[config.mk]
export PLATFORM = sky130hd
export DESIGN_NAME = rand_range_sampler
export DESIGN_NICKNAME = d
export VERILOG_FILES = /design/src/rtl/rand_range_sampler.sv
export SDC_FILE = /design/constraint.sdc
export NUM_CORES = 1
export LEC_CHECK = 0
export BUFFER_PORTS_ARGS = -buffer_cell sky130_fd_sc_hd__buf_4
export CAP_MARGIN = 10
export CORE_MARGIN = 5
export CORE_UTILIZATION = 55
export DETAILED_ROUTE_END_ITERATION = 8
export GPL_TIMING_DRIVEN = 1
export PLACE_DENSITY = 0.89
export SYNTH_ARGS = -nofsm -noshare
export SYNTH_HDL_FRONTEND = slang
export SYNTH_SLANG_ARGS = --single-unit
[constraint.sdc]
create_clock -name clk_i -period 6.05 [get_ports clk_i]
set_input_delay 1.21 -clock clk_i [delete_from_list [all_inputs] [get_ports clk_i]]
set_output_delay 1.21 -clock clk_i [all_outputs]
set_load 0.005 [all_outputs]
[src/rtl/rand_range_sampler.sv]
// Bounded uniform sampler: masks the LFSR state to the bound's bit length and rejects
// out-of-range draws, with a deterministic fallback after MAX_TRIES draw cycles.
module rand_range_sampler #(
  parameter int DATA_W    = 8,
  parameter int CNT_W     = 8,
  parameter int MAX_TRIES = 16,
  parameter int STAT_W    = 16
) (
  input  logic              clk_i,
  input  logic              reset_i,
  input  logic [31:0]       lfsr_state_i,
  input  logic              req_valid_i,
  output logic              req_ready_o,
  input  logic [DATA_W-1:0] req_bound_i,
  input  logic [CNT_W-1:0]  req_count_i,
  output logic              out_valid_o,
  input  logic              out_ready_i,
  output logic [DATA_W-1:0] out_data_o,
  output logic              out_last_o,
  output logic              busy_o,
  output logic [STAT_W-1:0] stat_rejects_o,
  output logic [STAT_W-1:0] stat_fallbacks_o
);

  localparam int TRY_W = (MAX_TRIES > 1) ? $clog2(MAX_TRIES) : 1;
  localparam logic [TRY_W-1:0] LAST_TRY = TRY_W'(MAX_TRIES - 1);

  typedef enum logic [1:0] {ST_IDLE, ST_DRAW, ST_HOLD} state_t;

  state_t              state_reg, state_next;
  logic [DATA_W-1:0]   bound_reg, bound_next;
  logic [DATA_W-1:0]   mask_reg, mask_next;
  logic [CNT_W-1:0]    remaining_reg, remaining_next;
  logic [TRY_W-1:0]    tries_reg, tries_next;
  logic [DATA_W-1:0]   data_reg, data_next;
  logic                last_reg, last_next;
  logic                valid_reg, valid_next;
  logic [STAT_W-1:0]   rejects_reg, rejects_next;
  logic [STAT_W-1:0]   fallbacks_reg, fallbacks_next;

  logic [DATA_W-1:0]   bound_m1;
  logic [DATA_W-1:0]   req_mask;
  logic [DATA_W-1:0]   draw_s;
  logic                draw_hit;
  logic [DATA_W-1:0]   fallback_val;
  logic                is_last;

  // Smearing (bound-1) downward gives all-ones over its bit length; bound 0 wraps to all-ones.
  assign bound_m1 = req_bound_i - DATA_W'(1);

  generate
    for (genvar gi = 0; gi < DATA_W; gi++) begin : g_mask
      assign req_mask[gi] = |bound_m1[DATA_W-1:gi];
    end
    if (DATA_W < 32) begin : g_lfsr_hi
      logic unused_lfsr_hi;
      assign unused_lfsr_hi = ^lfsr_state_i[31:DATA_W];
    end
  endgenerate

  assign draw_s       = lfsr_state_i[DATA_W-1:0] & mask_reg;
  assign draw_hit     = (bound_reg == '0) || (draw_s < bound_reg);
  // Masked draw is below 2*bound, so subtracting once always lands in range.
  assign fallback_val = draw_s - bound_reg;
  assign is_last      = (remaining_reg == CNT_W'(1));

  always_ff @(posedge clk_i) begin
    if (reset_i) begin
      state_reg     <= ST_IDLE;
      bound_reg     <= '0;
      mask_reg      <= '0;
      remaining_reg <= '0;
      tries_reg     <= '0;
      data_reg      <= '0;
      last_reg      <= 1'b0;
      valid_reg     <= 1'b0;
      rejects_reg   <= '0;
      fallbacks_reg <= '0;
    end else begin
      state_reg     <= state_next;
      bound_reg     <= bound_next;
      mask_reg      <= mask_next;
      remaining_reg <= remaining_next;
      tries_reg     <= tries_next;
      data_reg      <= data_next;
      last_reg      <= last_next;
      valid_reg     <= valid_next;
      rejects_reg   <= rejects_next;
      fallbacks_reg <= fallbacks_next;
    end
  end

  always_comb begin
    state_next     = state_reg;
    bound_next     = bound_reg;
    mask_next      = mask_reg;
    remaining_next = remaining_reg;
    tries_next     = tries_reg;
    data_next      = data_reg;
    last_next      = last_reg;
    valid_next     = valid_reg;
    rejects_next   = rejects_reg;
    fallbacks_next = fallbacks_reg;

    case (state_reg)
      ST_IDLE: begin
        if (req_valid_i) begin
          bound_next     = req_bound_i;
          mask_next      = req_mask;
          remaining_next = req_count_i;
          tries_next     = '0;
          if (req_count_i != '0) begin
            state_next = ST_DRAW;
          end
        end
      end
      ST_DRAW: begin
        if (draw_hit) begin
          data_next  = draw_s;
          valid_next = 1'b1;
          last_next  = is_last;
          state_next = ST_HOLD;
        end else if (tries_reg != LAST_TRY) begin
          tries_next = tries_reg + TRY_W'(1);
          if (rejects_reg != '1) begin
            rejects_next = rejects_reg + STAT_W'(1);
          end
        end else begin
          data_next  = fallback_val;
          valid_next = 1'b1;
          last_next  = is_last;
          state_next = ST_HOLD;
          if (fallbacks_reg != '1) begin
            fallbacks_next = fallbacks_reg + STAT_W'(1);
          end
        end
      end
      ST_HOLD: begin
        if (out_ready_i) begin
          valid_next     = 1'b0;
          remaining_next = remaining_reg - CNT_W'(1);
          tries_next     = '0;
          state_next     = is_last ? ST_IDLE : ST_DRAW;
        end
      end
      default: begin
        state_next = ST_IDLE;
        valid_next = 1'b0;
      end
    endcase
  end

  assign req_ready_o      = (state_reg == ST_IDLE);
  assign busy_o           = (state_reg == ST_DRAW) || (state_reg == ST_HOLD);
  assign out_valid_o      = valid_reg;
  assign out_data_o       = data_reg;
  assign out_last_o       = last_reg;
  assign stat_rejects_o   = rejects_reg;
  assign stat_fallbacks_o = fallbacks_reg;

endmodule
==> results_dict.tcl, run 1 <==
set metrics [dict create \
    power.total_mw 1.77 \
    status "completed" \
    synth_adder_area_share_pct 6.36 \
    slew_violations 0 \
    holdCritStartpoint "mask_reg[6]" \
    antenna_found_initial 0 \
    coreArea_sq_um 7610 \
    ys_ff_latch 72 \
    final_cells 685 \
    dp_cells 669 \
    syn_area_per_cell_sq_um 8.07 \
    overflow 0 \
    cp-end-kind "register" \
    final.fill_count 658 \
    path_cells "buf_4 -> nand2_1 -> ha_1 -> fa_1 -> and2b_1 -> o31a_4 -> a211o_1 -> nand3_1 -> nor4_1 -> mux2_2" \
    cts_resized 0 \
    crit_fanout 25 \
    period_needed_ns 3.84 \
    grt_pass1_vias 3858 \
    synth_xor_area_share_pct 1.44 \
    die_w_microns 97.9 \
    syn_inst 526 \
    max_freq_ghz 0.260 \
    grt_first_pass_wirelength_mm 17.4 \
    crit_buf_inv 1 \
    grtUsageTotal_pct 21.4 \
    clk_pin_slew_ns 0.08 \
    setup_tns_ns 0 \
    vias_per_cell 6.06 \
    rsz0062_at_grt "no" \
    worst_ep_arrival_time_ns 4.08 \
    syn-cell-area_sq_um 4250 \
    holdBufCountCts 0 \
    synth-compound-area-share_pct 23.7 \
    placed_area_sq_um 4780 \
    yosys_warnings 0 \
    yosysSeqAreaShare_pct 33.9 \
    cts_root_buf "clkbuf_8" \
    mostFrequentLayoutCells "dfxtp_1 (72), buf_4 (72), a21oi_1 (46), nand2_1 (39), nor2_1 (36)" \
    cts_buffer_depth 2 \
    rr_startpoint "mask_reg[0]" \
    slew_headroom_pct 27.3 \
    startpoint_type "input pin" \
    holdWs_ns 0.464 \
    fin_area_sq_um 5010 \
    synth.area.mux_share_pct 2.59 \
    drc_errors 0 \
    ant_nets 0 \
    num_io_pins 96 \
    place.gp.congestion 0.922 \
    rows 32 \
    routed_wl_mm 10.3 \
    antenna_cells 0 \
    crit_slowest_cell "nand3_1" \
    cts_tree "yes" \
    irDropWorstVdd_uv 231 \
    yosys.area_share.simple_pct 26.1 \
    layout_setup_ws_ns 2.21 \
    die_h_microns 97.9 \
    clock_latency_ns 0.35 \
    synth_top_family_by_area "simple AND/OR/NAND/NOR gates" \
    async_flop_share_pct 0 \
    synth_cell_types 64 \
    seq_area_sq_um 1440 \
    htreeDepth 3 \
    finalClockSkew_ns 0.0106 \
    place_ws_ns 1.84 \
    syn2layout_area_growth_pct 18.0 \
    synth.net_count 599 \
    cts_setup_buffers 0 \
    port_buffers 71 \
    synth_edf_count 0 \
    crit_start "lfsr_state_i[0]" \
    post-route-period-util_pct 63.5 \
    dieArea_sq_um 9580 \
    final_layout_size_suffix_gt1_share_pct 18.9 \
    fin_nets 651 \
    cts.sinks 72 \
    cts_inserted_buffers 9 \
    tightest_slew_ns 1.09 \
    ys.flop_type "dfxtp_1" \
    path_class "input pin to register" \
    fin_util_pct 65.9 \
    hold_violations 0 \
    max_stage_delay_ns 0.60 \
    power_density_nw_per_um2 353 \
    power_leakage_nw 1.95 \
    detail_route.wl_per_cell_microns 15.1 \
    dpl.hpwl_mm 7.21 \
    drv_cap 0 \
    hp-class "register to register" \
    dr.first_iter.drc_count 223 \
    dr_total_vias 4153 \
    grt_max_degree 71 \
    start_util_pct 55.8 \
    multiInputGateArea_sq_um 2560 \
    critical-path-top-delay-family "simple AND/OR/NAND/NOR gates" \
    drt_first_pass_iters 5 \
    required_ns 6.29 \
    finalSetupViolations 0 \
]
[logic make-up (layout without fill, tap and decap cells)]
family,Yosys count,count (layout)
adders and majority gates,21,21
muxes,10,10
AOI/OAI and AO/OA,150,150
xor gates and xnor gates,7,7
buffers and inverters,60,117
and+or+nand+nor,206,206
DFF,72,72
[layout make-up]
type	count	area share (%)
well taps	102	2.55
multi-input cells	394	51.0
repair buffers	72	10.8
clock inverters	6	2.15
clock buffers	10	2.55
flip-flops and latches	72	28.8
inverters	29	2.17
[path summary, 6_finish.rpt]
check	cells past startpoint	end	slack [ns]
max	10	stat_rejects_o[13]	2.21
min	2	mask_reg[6]	0.46
max reg2reg	9	stat_rejects_o[13]	2.81
min reg2reg	2	mask_reg[6]	0.46
[power breakdown]
group,switching [mW],leakage (nW),total [mW],internal (mW)
Sequential,0.0587,0.587,0.608,0.549
Clock,0.182,0.116,0.455,0.273
Combinational,0.424,1.25,0.707,0.283
Total,0.665,1.95,1.77,1.10
[worst min-delay path, cell delays in order (launching register included)]
cell     delay [ns]
dfxtp_1        0.31
nand2_1        0.05
a21oi_1        0.05
[cells in the mapped netlist (3+ instances only)]
library cell	number	area, sq um
a21oi_1	46	230
nor2_1	36	135
o21ai_0	26	130
inv_1	28	105
nand2b_1	4	25.0
or4_1	16	120
clkbuf_1	18	67.6
o311ai_0	7	61.3
a22oi_1	4	30.0
and2_1	8	50.1
nand3b_1	4	30.0
o211ai_1	3	22.5
and3_1	12	75.1
mux2_2	8	90.1
nand2_1	39	146
a31oi_1	8	50.1
o41ai_1	11	96.3
xnor2_1	5	43.8
dfxtp_1	72	1440
nand4_1	4	25.0
buf_1	4	15.0
o21a_1	3	22.5
or2_2	7	43.8
o31ai_1	15	113
nor3_1	11	55.1
nor4_1	11	68.8
a211oi_1	7	52.6
nand3_1	25	125
or3_1	5	31.3
ha_1	20	250
buf_2	6	30.0
nor2b_1	12	75.1
[per-layer routing]
metal,global-route usage [%],vias to the layer above,share of wire [%]
met3,5.36,18,6.6
met2,34.4,140,47
met5,0,-,0
met4,7.35,0,1.8
li1,-,2059,-
met1,28.0,1936,45
Power figures use the tool's default switching activity.
==> inputs of run 2 (changes only) <==
clock period = 3.7 ns   (was 6.05 ns; I/O delays follow)
==> run 2 against run 1 <==
Against the previous run: flip-flop and latch count is the same; cell count rose by 0.44%; routed wire length increased by 1.1%; highest routed layer unchanged.
==> results_dict.tcl, run 2 (synthesis gave the netlist of run 1 again) <==
set metrics [dict create \
    crit_start "lfsr_state_i[0]" \
    max_freq_ghz 0.335 \
    cts_setup_buffers 0 \
    rsz0062_at_grt "no" \
    r2r_cells 9 \
    drt_first_pass_iters 4 \
    slew_violations 0 \
    timing.rr.end "stat_fallbacks_o[12]" \
    routed_wl_mm 10.4 \
    worst_ep_arrival_time_ns 3.22 \
    rows 32 \
    mostFrequentLayoutCells "buf_4 (75), dfxtp_1 (72), a21oi_1 (46), nand2_1 (39), nor2_1 (36)" \
    fin_nets 654 \
    status "completed" \
    final_cells 688 \
    die_w_microns 97.9 \
    grtUsageTotal_pct 21.5 \
    irDropWorstVdd_uv 404 \
    overflow 0 \
    path_class "input pin to register" \
    regToRegSetupSlack_ns 0.84 \
    grt_first_pass_wirelength_mm 17.4 \
    slew_headroom_pct 41.0 \
    coreArea_sq_um 7610 \
    cts_tree "yes" \
    start_util_pct 55.8 \
    cp-end-kind "register" \
    ant_nets 0 \
    layout_commonest_cell "buf_4" \
    vias_per_cell 6.07 \
    port_buffers 71 \
    drc_errors 0 \
    dr.first_iter.drc_count 199 \
    hp-class "register to register" \
    htreeDepth 3 \
    dieArea_sq_um 9580 \
    cts_inserted_buffers 9 \
    startpoint_type "input pin" \
    drv_cap 0 \
    dpl.hpwl_mm 7.30 \
    setup_tns_ns 0 \
    power_leakage_nw 1.95 \
    place.gp.congestion 0.900 \
    dr_total_vias 4174 \
    antenna_cells 0 \
    num_io_pins 96 \
    multiInputGateArea_sq_um 2560 \
    detail_route.wl_per_cell_microns 15.2 \
    rr_startpoint "mask_reg[0]" \
    antenna_found_initial 0 \
    hold_violations 0 \
    holdBufCountCts 0 \
    power_density_nw_per_um2 573 \
    seq_area_sq_um 1440 \
    fin_util_pct 66.0 \
    final_layout_size_suffix_gt1_share_pct 19.5 \
    clock_latency_ns 0.35 \
    cts_root_buf "clkbuf_8" \
    cts_resized 0 \
    required_ns 3.94 \
    cts.sinks 72 \
    grt_pass1_vias 3883 \
    dp_cells 672 \
    layout_setup_ws_ns 0.719 \
    holdWs_ns 0.466 \
    post-route-period-util_pct 80.6 \
    syn2layout_area_growth_pct 18.2 \
    tightest_slew_ns 0.885 \
    crit_fanout 31 \
    period_needed_ns 2.98 \
    clk_pin_slew_ns 0.08 \
    place_ws_ns 0.362 \
    final.fill_count 634 \
    die_h_microns 97.9 \
    finalSetupViolations 0 \
    cts_buffer_depth 2 \
    finalClockSkew_ns 0.00992 \
    grt_max_degree 71 \
    crit_end "stat_fallbacks_o[12]" \
]
==> run 2: cell count changes in the layout (fill, tap and decap cells not counted), sizes merged <==
| cell | previous run | this run |
|---|---|---|
| clkinvlp | 1 | 3 |
| clkbuf | 10 | 9 |
| buf | 72 | 75 |
| bufinv | 3 | 2 |
==> run 2: worst min-delay path by stage <==
| stage | start | endpoint | slack, ns | cells past startpoint |
|---|---|---|---|---|
| 2_1_floorplan | mask_reg[6] | mask_reg[6] | 0.43 | 2 |
| 3_3_place_gp | mask_reg[6] | mask_reg[6] | 0.44 | 2 |
| 5_1_grt | remaining_reg[1] | remaining_reg[1] | 0.50 | 2 |
| 6_report | mask_reg[6] | mask_reg[6] | 0.47 | 2 |
| 3_5_place_dp | mask_reg[6] | mask_reg[6] | 0.46 | 2 |
| 4_1_cts | mask_reg[6] | mask_reg[6] | 0.47 | 2 |
==> run 2: final cells by class <==
class / count / area share [%]
clock buffer: 9 / 2.47
clock inverter: 7 / 1.92
inverter: 29 / 2.17
multi-input combinational: 394 / 51.0
sequential: 72 / 28.7
tap: 102 / 2.54
timing repair buffer: 75 / 11.2
==> run 2: layer usage <==
layer,share of wire (%),global-route usage (%),vias to the layer above
met5,0,0,-
met4,1.7,8.20,0
met3,5.6,5.71,16
met2,48,35.0,116
met1,45,27.4,1968
li1,-,-,2074
==> run 2: worst max-delay path, stage by stage <==
cell and delay [ns]:
buf_4 0.08, nand2_1 0.05, ha_1 0.21, fa_1 0.38, and2b_1 0.26, o31a_4 0.17, a211oi_4 0.08, or3_4 0.53
nor4_1 0.35, mux2_2 0.37
==> run 2: power breakdown <==
group / internal [mW] / leakage, nW / switching, mW
clock: 0.379 / 0.101 / 0.314
sequential: 0.898 / 0.587 / 0.0966
combinational: 0.481 / 1.27 / 0.706
total: 1.76 / 1.95 / 1.12
==> run 2: per-stage QoR <==
stage,power [mW],area [sq um]
4_1_cts,2.88,5020
5_1_grt,3.08,5020
2_1_floorplan,1.85,4250
3_3_place_gp,2.12,4800
3_5_place_dp,2.18,4800
6_report,2.88,5020
